--- src/rtl/moore_state_register.sv ---
// ---------------------------------------------------------------------------
// moore_state_register
//
// Parametrised state-register stage for Moore machines. It sits between the
// next-state combinational logic and the output logic of an FSM and captures
// the next state on every rising clock edge. Around the plain register it adds
// a capture enable, a synchronous force-load, recovery from illegal encodings,
// a registered one-hot decode, a state-change strobe and a saturating counter
// of cycles spent in the current state.
//
// Parameters
//   STATE_W      width of the state vector (>= 1)
//   NUM_STATES   number of legal encodings 0..NUM_STATES-1 (<= 2**STATE_W)
//   RESET_STATE  state loaded on reset and on illegal recovery (< NUM_STATES)
//   DWELL_W      width of the dwell counter (>= 1)
//
// Ports
//   inputClk       in   1            clock, rising edge
//   inputR         in   1            synchronous active-high reset
//   inputEn        in   1            capture enable for inputY
//   inputY         in   STATE_W      next state from the next-state logic
//   inputLoad      in   1            force-load strobe (beats inputEn)
//   inputLoadVal   in   STATE_W      value used by a force-load
//   outputy        out  STATE_W      current state
//   outputOneHot   out  NUM_STATES   registered one-hot decode of outputy
//   outputChanged  out  1            strobe: outputy differs from last cycle
//   outputDwell    out  DWELL_W      cycles in the current state, saturating
//   outputIllegal  out  1            strobe: an illegal value was rejected
// ---------------------------------------------------------------------------
module moore_state_register #(
    parameter int STATE_W     = 2,
    parameter int NUM_STATES  = 4,
    parameter int RESET_STATE = 0,
    parameter int DWELL_W     = 8
) (
    input  logic                  inputClk,
    input  logic                  inputR,
    input  logic                  inputEn,
    input  logic [STATE_W-1:0]    inputY,
    input  logic                  inputLoad,
    input  logic [STATE_W-1:0]    inputLoadVal,
    output logic [STATE_W-1:0]    outputy,
    output logic [NUM_STATES-1:0] outputOneHot,
    output logic                  outputChanged,
    output logic [DWELL_W-1:0]    outputDwell,
    output logic                  outputIllegal
);

    localparam logic [STATE_W-1:0]    RESET_VAL    = STATE_W'(RESET_STATE);
    localparam logic [STATE_W:0]      NUM_STATES_V = (STATE_W + 1)'(NUM_STATES);
    localparam logic [NUM_STATES-1:0] ONEHOT_ONE   = NUM_STATES'(1);
    localparam logic [NUM_STATES-1:0] RESET_ONEHOT = ONEHOT_ONE << RESET_STATE;
    localparam logic [DWELL_W-1:0]    DWELL_MAX    = '1;
    // When every encoding is legal the range check folds away entirely.
    localparam bit                    ALL_LEGAL    = (NUM_STATES == (1 << STATE_W));

    logic [STATE_W-1:0]    candidate;
    logic                  illegalNext;
    logic [STATE_W-1:0]    stateNext;
    logic                  changedNext;
    logic [NUM_STATES-1:0] oneHotNext;
    logic [DWELL_W-1:0]    dwellNext;

    // Next-value logic. The candidate is chosen by load > enable > hold, and
    // the illegal check is applied to the candidate so that both the load and
    // the enable path are protected. A hold can never be illegal because the
    // register only ever holds legal values. The dwell counter restarts on any
    // real change and on every load cycle, even one that reloads the same
    // value, so a force-load always marks a fresh entry into the state.
    always_comb begin
        candidate   = outputy;
        illegalNext = 1'b0;
        stateNext   = outputy;
        changedNext = 1'b0;
        oneHotNext  = '0;
        dwellNext   = outputDwell;

        if (inputLoad) begin
            candidate = inputLoadVal;
        end else if (inputEn) begin
            candidate = inputY;
        end

        if (!ALL_LEGAL) begin
            illegalNext = ({1'b0, candidate} >= NUM_STATES_V);
        end

        stateNext   = illegalNext ? RESET_VAL : candidate;
        changedNext = (stateNext != outputy);

        for (int i = 0; i < NUM_STATES; i++) begin
            oneHotNext[i] = (stateNext == STATE_W'(i));
        end

        if (changedNext || inputLoad) begin
            dwellNext = '0;
        end else if (outputDwell != DWELL_MAX) begin
            dwellNext = outputDwell + 1'b1;
        end
    end

    // State register. Reset is synchronous and overrides load and enable in
    // the same cycle, leaving no strobes behind, so the first cycle after
    // reset is an ordinary hold in RESET_STATE. All side outputs are
    // registered from the same next-state value, so they line up with
    // outputy on the same edge.
    always_ff @(posedge inputClk) begin
        if (inputR) begin
            outputy       <= RESET_VAL;
            outputOneHot  <= RESET_ONEHOT;
            outputChanged <= 1'b0;
            outputDwell   <= '0;
            outputIllegal <= 1'b0;
        end else begin
            outputy       <= stateNext;
            outputOneHot  <= oneHotNext;
            outputChanged <= changedNext;
            outputDwell   <= dwellNext;
            outputIllegal <= illegalNext;
        end
    end

endmodule

--- config.mk ---
export PLATFORM = sky130hd
export DESIGN_NAME = moore_state_register
export DESIGN_NICKNAME = d
export VERILOG_FILES = /design/src/rtl/moore_state_register.sv
export SDC_FILE = /design/constraint.sdc
export NUM_CORES = 1
export LEC_CHECK = 0
export ABC_CLOCK_PERIOD_IN_PS = 1400
export BUFFER_PORTS_ARGS = -buffer_cell sky130_fd_sc_hd__buf_4
export CAP_MARGIN = 25
export CORE_MARGIN = 2
export CORE_UTILIZATION = 42
export DETAILED_ROUTE_END_ITERATION = 8
export PLACE_DENSITY = 0.83
export SLEW_MARGIN = 20
export SYNTH_ARGS = -nofsm -noshare
export SYNTH_HDL_FRONTEND = slang
export SYNTH_SLANG_ARGS = --single-unit
--- constraint.sdc ---
create_clock -name inputClk -period 1.4 [get_ports inputClk]
set_clock_uncertainty 0.05 [all_clocks]
set_input_delay 0.14 -clock inputClk [delete_from_list [all_inputs] [get_ports inputClk]]
set_output_delay 0.14 -clock inputClk [all_outputs]
set_load 0.005 [all_outputs]
==> metrics <==
post-synth cell types 34; Max Cap Viol 0; chip height 44.4 um; share of power burned in combinational logic 16.9%; root buffer cell clkbuf_4; worst vdd rail ir drop between 0.6 and 0.7 mV; # placed instances 118; switching share of total power 24.4%; CP startpoint kind flop; cell area after synthesis slightly below 700 sq um; Hold Crit Class input port to flop; FILL cells 128; Worst EP required 1.56 ns; violated checks setup timing; sequential share of the synthesized area 43.9%; setup TNS -0.00811 ns; DR vias/cell 5.49; Layout Cells excl Fill 124; die area 1970 sq um; share of layout cells above drive strength 1 47.2%; initial antenna violation count 0; synth top area cells dfxtp_1 44%, xor2_1 5.1%, nor2_1 4.9%; Core Region between 1500 and 2000 sq um; Initial Util 44.9%; final period utilization 101%; setup ws final -0.00811 ns; Synth Warn # 0; DP Worst Slack -0.0701 ns; chip width 44.4 um; H-tree depth 1; Rows 14; Yosys top cell by area dfxtp_1; number of global-route vias before repair 639; Clk pwr share 29.1%; Clock transition at path regs 0.09 ns; Worst Path Buf+Inv 0; Final Instance Area 1010 sq um; Yosys top cell area share 43.9%; input/output buffers 22; FF+latch count, synth 15; Syn Area/Cell 9.51 sq um; WL per Instance 13.1 um; Max stage delay cell, worst path a2111o_1; Crit path arrival time 1.57 ns; Post-Syn Nets 81; Nets between 100 and 150; clock sink total 15; post-route antenna net violation count 0; DRT Pass-1 Iters 4; Fmax 0.710 GHz; Post-Synthesis Cells just over 70; ys async rst share 0%; DR iter-0 viols 7; delay-heaviest family, CP compound AO/OA/AOI/OAI gates; grt ovf 0; sw power between 200 and 250 uW; min cycle time layout approximately 1.4 ns; Crit Path Class flop to flop; CP Max Fanout 8; Layout area overhead 47.0%; RSZ-0062 raised after global routing true; critical path, cell by cell xor2_2 -> a2111o_1 -> a311oi_2; Leak approximately 0.44 nW; Total Wirelength 1620 um; pin count of the biggest net entering global routing 10; number of synthesized flops with an enable pin 0; Internal 636 uW; CTS Buf Count 3; vias 681; final setup violating endpoints 1; Post-DP HPWL 1160 um; PD cells 837 nW/um^2; Crit. End Element flop; clock latency on the worst-skew pair 0.28 ns; Slew Limit Fails 0; slowest stage delay, CP 0.56 ns; diode count 0; Fin. Hold Viols 0; DRC viols 0; first-pass GRT wire length between 2000 and 3000 um; Synth Flop Type dfxtp_1; DP Area 932 sq um; CTS tree built; status complete, but fails checks; total track usage 18.0%; placer congestion estimate 0.805; register share of total power 54.0%; Ports 24; Bufs on Longest Clock Path 2
[cell usage in the layout (no fill, tap or decap), drive strengths merged, types with 2 or more instances in the layout]
| master | synthesis | final |
|---|---|---|
| mux2 | 2 | 2 |
| xor2 | 4 | 4 |
| nand3 | 4 | 4 |
| dfxtp | 15 | 15 |
| mux2i | 2 | 2 |
| buf | 2 | 34 |
| nor2 | 9 | 9 |
| clkbuf | 1 | 3 |
| nand4 | 2 | 2 |
| nor3 | 3 | 3 |
| o21ai | 2 | 2 |
| and2 | 2 | 2 |
| and3 | 2 | 2 |
| a21oi | 3 | 3 |
[power by group through the flow]
| stage | logic [mW] | registers (mW) | clock network (mW) |
|---|---|---|---|
| after floorplan | 0.0502 | 0.466 | 0 |
| after global placement | 0.125 | 0.461 | 0 |
| after detailed placement | 0.128 | 0.463 | 0 |
| after CTS | 0.131 | 0.453 | 0.259 |
| after global routing | 0.156 | 0.456 | 0.279 |
| final | 0.142 | 0.455 | 0.245 |
[cells in the mapped netlist, types with 2 or more instances]
cell type  instances
a21oi_1            3
and2_1             2
and3_1             2
dfxtp_1           15
mux2_2             2
mux2i_1            2
nand3_1            4
nand4_1            2
nor2_1             9
nor3_1             3
o21ai_0            2
xor2_1             4
[worst paths after layout]
path	start	endpoint	slack, ns	cells past startpoint
setup / recovery	outputy[1]$_SDFF_PP0_	outputDwell[4]$_SDFFE_PP0P_	-0.008	3
hold / removal	inputLoadVal[1]	outputy[1]$_SDFF_PP0_	0.16	3
setup reg to reg	outputy[1]$_SDFF_PP0_	outputDwell[4]$_SDFFE_PP0P_	-0.008	3
hold reg to reg	outputDwell[5]$_SDFFE_PP0P_	outputDwell[5]$_SDFFE_PP0P_	0.47	2
[cells by family (layout without fill, tap and decap cells)]
| family | count (synthesis) | after routing | share of synthesized area (%) |
|---|---|---|---|
| flops | 15 | 15 | 43.9 |
| compound gates | 12 | 12 | 13.2 |
| other cells | 1 | 1 | 0.548 |
| simple gates | 31 | 31 | 25.4 |
| mux | 4 | 4 | 6.22 |
| fa+ha+maj | 1 | 1 | 1.83 |
| xor+xnor | 4 | 4 | 5.12 |
| buf+inv | 4 | 40 | 3.84 |
[sequential cells by signal, indices dropped and copies added (netlist names)]
name / count
outputDwell: 8
outputChanged: 1
outputy: 2
outputOneHot: 4
[repair_timing]
action	in CTS	in global routing
endpoints found under the setup margin	4	6
gates resized for setup	0	8
pin swaps	1	2
hold endpoints to repair	2	0
buffers inserted	0	1
hold buffers	1	0
[metrics by stage]
stage / total power [mW] / util, % / hold WS, ns
after floorplan: 0.517 / - / 0.162
after global placement: 0.587 / 61.2 / 0.298
after detailed placement: 0.591 / 61.2 / 0.298
after CTS: 0.843 / 63.6 / 0.174
after global routing: 0.890 / 66.0 / 0.196
final: 0.842 / 66.0 / 0.164
[final cells by class]
cell class	count	area, sq um	share of cell area, %
Multi-Input combinational cell	53	385	38.3
Sequential cell	15	304	30.2
Timing Repair Buffer	35	265	26.4
Clock buffer	3	22.5	2.24
Tap cell	16	20.0	1.99
Clock inverter	1	5.00	0.498
Inverter	1	3.75	0.373
[per-layer routing]
metal | up-vias | track usage [%] | share of wire, %
met3 | 2 | 6.53 | 6.5
met2 | 25 | 31.5 | 50
li1 | 334 | - | -
met4 | 0 | 6.06 | 0.99
met1 | 320 | 20.0 | 42
met5 | - | 0 | 0
[worst register-to-register path: stages (launching register included)]
cell      delay (ns)
dfxtp_2         0.35
xor2_2          0.16
a2111o_1        0.56
a311oi_2        0.22
Note: power is estimated with default switching activity, not from simulation.
